--- src/rtl/lif_neuron_pkg.sv ---
// Shared constants, FSM state encoding and weight-packing order for the LIF
// neuron and the STDP learning block that writes its weights.
package lif_neuron_pkg;

  localparam int NUM_PRE_NEURONS = 4;
  localparam int WEIGHT_W        = 4;
  localparam int MEM_W           = 8;
  localparam int WVEC_W          = NUM_PRE_NEURONS * WEIGHT_W;
  localparam int SUM_W           = 7;

  typedef enum logic [1:0] {
    ST_INTEGRATE  = 2'd0,
    ST_FIRE       = 2'd1,
    ST_REFRACTORY = 2'd2
  } state_e;

  // Neuron 0 lives in the most significant nibble of the packed weight word.
  function automatic logic [WEIGHT_W-1:0] weight_of(input logic [WVEC_W-1:0] w,
                                                    input int idx);
    return w[(NUM_PRE_NEURONS-1-idx)*WEIGHT_W +: WEIGHT_W];
  endfunction

endpackage

--- src/rtl/lif_neuron_if.sv ---
// Stimulus/observation bundle of the LIF neuron: synaptic inputs, weight
// load path, threshold, and the registered neuron outputs.
interface lif_neuron_if;
  import lif_neuron_pkg::*;

  logic [NUM_PRE_NEURONS-1:0] pre_spike;
  logic [WVEC_W-1:0]          weight_in;
  logic                       weight_load;
  logic [MEM_W-1:0]           threshold;
  logic                       post_spike;
  logic [MEM_W-1:0]           membrane;
  logic                       refractory;
  logic [7:0]                 spike_count;

  modport master (
    output pre_spike, weight_in, weight_load, threshold,
    input  post_spike, membrane, refractory, spike_count
  );

  modport slave (
    input  pre_spike, weight_in, weight_load, threshold,
    output post_spike, membrane, refractory, spike_count
  );

endinterface

--- src/rtl/lif_neuron_weighted_sum.sv ---
// Combinational masked sum of the four synaptic weights whose presynaptic
// spike bit is set.
module weighted_sum
  import lif_neuron_pkg::*;
(
  input  logic [WVEC_W-1:0]          weights_i,
  input  logic [NUM_PRE_NEURONS-1:0] spike_i,
  output logic [SUM_W-1:0]           sum_o
);

  always_comb begin
    sum_o = '0;
    for (int i = 0; i < NUM_PRE_NEURONS; i++) begin
      if (spike_i[i]) begin
        sum_o = sum_o + SUM_W'(weight_of(weights_i, i));
      end
    end
  end

endmodule

--- src/rtl/lif_neuron.sv ---
// Leaky integrate-and-fire neuron: integrates weighted presynaptic spikes with
// shift-based leak, fires on threshold crossing, then sits out a refractory period.
module lif_neuron
  import lif_neuron_pkg::*;
#(
  parameter int REFRAC_CYCLES = 4,
  parameter int LEAK_SHIFT    = 3
) (
  input  logic         clk,
  input  logic         rst,
  lif_neuron_if.slave  bus
);

  localparam logic [3:0] REFRAC_LD = 4'(REFRAC_CYCLES);

  state_e            state_q, state_d;
  logic [MEM_W-1:0]  mem_q, mem_d;
  logic              post_q, post_d;
  logic [7:0]        spk_cnt_q, spk_cnt_d;
  logic [3:0]        rcnt_q, rcnt_d;
  logic [WVEC_W-1:0] w_q, w_d;
  logic [SUM_W-1:0]  sum;
  logic [MEM_W:0]    v_next;
  logic [MEM_W-1:0]  v_sat;

  function automatic logic [MEM_W-1:0] sat_mem(input logic [MEM_W:0] v);
    return v[MEM_W] ? {MEM_W{1'b1}} : v[MEM_W-1:0];
  endfunction

  function automatic logic [7:0] sat_inc8(input logic [7:0] c);
    return (c == 8'hFF) ? c : c + 8'd1;
  endfunction

  weighted_sum u_sum (
    .weights_i (w_q),
    .spike_i   (bus.pre_spike),
    .sum_o     (sum)
  );

  // One spare bit keeps membrane + sum (max 255 + 60) from wrapping before saturation.
  always_comb begin
    v_next = {1'b0, mem_q} - ({1'b0, mem_q} >> LEAK_SHIFT) + {2'b00, sum};
    v_sat  = sat_mem(v_next);
  end

  always_comb begin
    state_d   = state_q;
    mem_d     = mem_q;
    post_d    = 1'b0;
    rcnt_d    = rcnt_q;
    spk_cnt_d = spk_cnt_q;
    w_d       = bus.weight_load ? bus.weight_in : w_q;
    case (state_q)
      ST_INTEGRATE: begin
        if ((bus.threshold != '0) && (v_sat >= bus.threshold)) begin
          mem_d     = '0;
          post_d    = 1'b1;
          state_d   = ST_FIRE;
          spk_cnt_d = sat_inc8(spk_cnt_q);
        end else begin
          mem_d = v_sat;
        end
      end
      ST_FIRE: begin
        mem_d   = '0;
        rcnt_d  = REFRAC_LD;
        state_d = ST_REFRACTORY;
      end
      ST_REFRACTORY: begin
        mem_d  = '0;
        rcnt_d = rcnt_q - 4'd1;
        if (rcnt_q <= 4'd1) begin
          state_d = ST_INTEGRATE;
        end
      end
      default: begin
        mem_d   = '0;
        rcnt_d  = '0;
        state_d = ST_INTEGRATE;
      end
    endcase
  end

  always_ff @(posedge clk or posedge rst) begin
    if (rst) begin
      state_q   <= ST_INTEGRATE;
      mem_q     <= '0;
      post_q    <= 1'b0;
      spk_cnt_q <= '0;
      rcnt_q    <= '0;
      w_q       <= '0;
    end else begin
      state_q   <= state_d;
      mem_q     <= mem_d;
      post_q    <= post_d;
      spk_cnt_q <= spk_cnt_d;
      rcnt_q    <= rcnt_d;
      w_q       <= w_d;
    end
  end

  assign bus.post_spike  = post_q;
  assign bus.membrane    = mem_q;
  assign bus.refractory  = (state_q != ST_INTEGRATE);
  assign bus.spike_count = spk_cnt_q;

endmodule

--- src/flat_wrapper.sv ---
// flat-port wrapper written by rule: the top's interface ports become plain ports
module lif_neuron_flat import lif_neuron_pkg::*;
#(
  parameter int REFRAC_CYCLES = 4,
  parameter int LEAK_SHIFT    = 3
)
  (clk, rst, bus_pre_spike, bus_weight_in, bus_weight_load, bus_threshold, bus_post_spike, bus_membrane, bus_refractory, bus_spike_count);
  lif_neuron_if bus_i ();
  input  logic clk;
  input  logic rst;
  input wire logic [$bits(bus_i.pre_spike)-1:0] bus_pre_spike;
  input wire logic [$bits(bus_i.weight_in)-1:0] bus_weight_in;
  input wire logic [$bits(bus_i.weight_load)-1:0] bus_weight_load;
  input wire logic [$bits(bus_i.threshold)-1:0] bus_threshold;
  output wire logic [$bits(bus_i.post_spike)-1:0] bus_post_spike;
  output wire logic [$bits(bus_i.membrane)-1:0] bus_membrane;
  output wire logic [$bits(bus_i.refractory)-1:0] bus_refractory;
  output wire logic [$bits(bus_i.spike_count)-1:0] bus_spike_count;
  assign bus_i.pre_spike = bus_pre_spike;
  assign bus_i.weight_in = bus_weight_in;
  assign bus_i.weight_load = bus_weight_load;
  assign bus_i.threshold = bus_threshold;
  assign bus_post_spike = bus_i.post_spike;
  assign bus_membrane = bus_i.membrane;
  assign bus_refractory = bus_i.refractory;
  assign bus_spike_count = bus_i.spike_count;
  lif_neuron #(.REFRAC_CYCLES(REFRAC_CYCLES), .LEAK_SHIFT(LEAK_SHIFT)) u_core (.clk(clk), .rst(rst), .bus(bus_i));
endmodule
--- config.mk ---
export PLATFORM = sky130hd
export DESIGN_NAME = lif_neuron_flat
export DESIGN_NICKNAME = d
export VERILOG_FILES = /design/src/rtl/lif_neuron_pkg.sv /design/src/rtl/lif_neuron_if.sv /design/src/rtl/lif_neuron_weighted_sum.sv /design/src/rtl/lif_neuron.sv /design/src/flat_wrapper.sv
export SDC_FILE = /design/constraint.sdc
export NUM_CORES = 1
export LEC_CHECK = 0
export BUFFER_PORTS_ARGS = -buffer_cell sky130_fd_sc_hd__buf_2
export CORE_MARGIN = 2
export CORE_UTILIZATION = 52
export DETAILED_ROUTE_END_ITERATION = 8
export PLACE_DENSITY = 0.77
export SYNTH_ARGS = -nofsm -noshare
export SYNTH_HDL_FRONTEND = slang
export SYNTH_HIERARCHICAL = 1
export SYNTH_SLANG_ARGS = --single-unit
--- constraint.sdc ---
create_clock -name clk -period 6.42 [get_ports clk]
set_input_delay 0.321 -clock clk [delete_from_list [all_inputs] [get_ports clk]]
set_output_delay 0.321 -clock clk [all_outputs]
set_load 0.005 [all_outputs]
==> impl_metrics.json <==
{
  "die-height_um": 82.5,
  "clockRootBuffer": "clkbuf_8",
  "synth-simple-area-share": 0.132,
  "place.gp.congestion": 0.820,
  "synth-xor-area-share": 0.0492,
  "synth_top_family_by_area": "adder cells",
  "synth_area_sq_um": 3200,
  "ys_top_cells_by_area": "dfrtp_1, ha_1, mux2_2",
  "mostFrequentLayoutCells": "buf_2, inv_1, dfrtp_1",
  "period_share": 1.00,
  "final_antenna_net_count": 0,
  "ys.flop_type": "dfrtp_1",
  "yosysWarnings": 6,
  "synthDistinctLibCells": 60,
  "hp-class": "in -> async",
  "slew_viol_final": 0,
  "nFillCells": 436,
  "reg2regPathDepth": 30,
  "tightest_slew_ns": 0.520,
  "drtPass1Iterations": 4,
  "stdcell_count": 481,
  "via_count": 2643,
  "grt_overflow": 0,
  "max-cap-violations": 0,
  "rows": 28,
  "start_util": 0.538,
  "crit_required_ns": 6.61,
  "crit_start": "u_core/w_q[12]",
  "critPathCaptureType": "flop",
  "syn2layout_area_growth_pct": 31.7,
  "synth_top_area_frac": 0.305,
  "arrival_ns": 6.61,
  "rsz0062_at_grt": "true",
  "muxShareOfSynthArea": 0.104,
  "synth.yosys.seq_area_share": 0.305,
  "r2r-start": "u_core/w_q[12]",
  "setup_violations": 1,
  "synth_fa_ha_area_frac": 0.194,
  "wirelength_um": 7890,
  "fin_ws_ns": -0.00553,
  "synthCells": 324,
  "core-area_sq_um": 5960,
  "critPathCapture": "u_core/bus.spike_count[6]",
  "fmax_ghz": 0.156,
  "routed_via_density": 5.49,
  "clockBufferDepth": 2,
  "synth_fp_nets": 399,
  "numCtsBuffers": 5,
  "synth_edf_count": 0,
  "critical_path_class": "reg -> reg",
  "finalCriticalPeriod_ns": 6.43,
  "synth-compound-area-share": 0.151,
  "grt_pass1_wl_um": 11500,
  "drt-wirelength-per-cell_um": 16.4,
  "async_flop_share": 1.00,
  "drc": 0,
  "cts_sinks": 39,
  "placed_cells": 470,
  "syn_area_per_cell_sq_um": 9.89,
  "design.die.area_sq_um": 6810,
  "ios": 49,
  "die_width_um": 82.5,
  "clock_latency_ns": 0.30,
  "rrSetupSlack_ns": -0.006,
  "grt_max_degree": 40,
  "final_common_cell": "buf_2",
  "drive_gt1_frac": 0.448,
  "grt_pass1_vias": 2671,
  "skew_ns": 0.00650,
  "grt_usage": 0.219,
  "r2r-end": "u_core/bus.spike_count[6]",
  "antenna_found_initial": 0,
  "drtIter0Drc": 79,
  "place_hpwl_um": 5580,
  "start_kind": "flop",
  "diodes": 0,
  "relSlewSlack": 0.653,
  "hold_buffers": 0,
  "cp_slowest_cell": "fa_1",
  "violations": "setup timing",
  "port_buffers": 48,
  "hold_viol_final": 0,
  "path_common_cell": "ha_4",
  "ys_ff_latch": 39,
  "cts_max_level": 2,
  "clk_pin_slew_ns": 0.09,
  "max_stage_delay_ns": 0.50,
  "cts_tree": "built",
  "layout.nets": 480,
  "cp_max_fo": 4,
  "status": "finished with violations",
  "yosysTopAreaCell": "dfrtp_1"
}
[cell usage after synthesis, drive strengths merged (2+ instances only)]
cell type / n
a31oi: 3
nand3: 7
xnor2: 11
clkbuf: 2
nand2: 21
ha: 36
dfrtp: 39
nor3: 4
inv: 49
a21o: 5
a211oi: 4
o21ai: 13
or4: 2
nor3b: 3
and2: 3
o31ai: 2
mux2: 27
nor2: 13
and3: 4
nand3b: 2
nand2b: 4
or3: 2
a211o: 2
o21a: 4
fa: 8
mux2i: 3
buf: 3
a21oi: 19
nor2b: 5
xor2: 7
[how the worst min path moves through the flow]
stage	startpoint	endpoint	cells past startpoint
floorplan	u_core/w_q[15]	u_core/w_q[15]	1
global placement	rst	u_core/w_q[12]	3
detailed placement	rst	u_core/w_q[15]	3
CTS	rst	u_core/w_q[12]	3
global route	rst	u_core/bus.spike_count[2]	3
finish	rst	u_core/bus.spike_count[3]	3
[per-stage QoR]
step | area [sq um] | utilization | setup TNS, ns | hold slack (ns) | setup WS, ns
after floorplan | 3210 | - | 0 | 0.472 | 0.0273
after global placement | 3730 | 0.626 | -1.06 | 0.472 | -0.141
after detailed placement | 3730 | 0.626 | -4.48 | 0.478 | -0.343
after CTS | 3960 | 0.665 | 0 | 0.151 | 0.00280
after global routing | 4220 | 0.709 | -2.09 | 0.194 | -0.209
final | 4220 | 0.709 | -0.00553 | 0.136 | -0.00553
[state kept, by name, summed over array words and instances, names as in the netlist]
register	flops
u_core/rcnt_q	4
u_core/bus.post_spike	1
u_core/w_q	16
u_core/bus.spike_count	8
u_core/bus.membrane	8
u_core/state_q	2
[what timing repair did]
item	CTS	global route
setup endpoints to repair	19	19
pin swaps	20	35
buffers inserted	1	2
gates resized for setup	22	43
[layer usage]
metal	global-route usage	wire [um]	vias to the layer above	part of all wire
met3	0.0391	285	15	0.036
met1	0.260	3380	1289	0.43
met2	0.400	4040	62	0.51
li1	-	-	1277	-
met4	0.0656	180	0	0.023
met5	0	0	-	0
[cell type report]
type / instances / area (sq um) / area share
inverter: 49 / 184 / 0.0436
timing repair buffer: 79 / 480 / 0.114
sequential: 39 / 976 / 0.231
clock inverter: 3 / 47.5 / 0.0113
multi-input combinational: 231 / 2370 / 0.562
clock buffer: 5 / 68.8 / 0.0163
tap: 75 / 93.8 / 0.0222
[worst max-delay path: cells and delay by family, from the launching register on]
family                     cells  cell delay (ns)
AOI/OAI and AO/OA              7             1.31
xor gates and xnor gates       3             0.51
adders and majority gates      7             2.13
buffers and inverters          5             0.36
DFF                            1             0.40
muxes                          3             0.79
and+or+nand+nor                5             0.83
[cell families after synthesis]
| logic type | after synthesis |
|---|---|
| XOR/XNOR | 18 |
| flip-flops | 39 |
| multiplexers | 30 |
| adder cells (fa/ha/maj) | 45 |
| AO/OA/AOI/OAI | 64 |
| buffers and inverters | 54 |
| AND/OR/NAND/NOR | 74 |
Power is not shown: default switching activity piles up to over one toggle a cycle in this logic, so the estimate is an artifact.
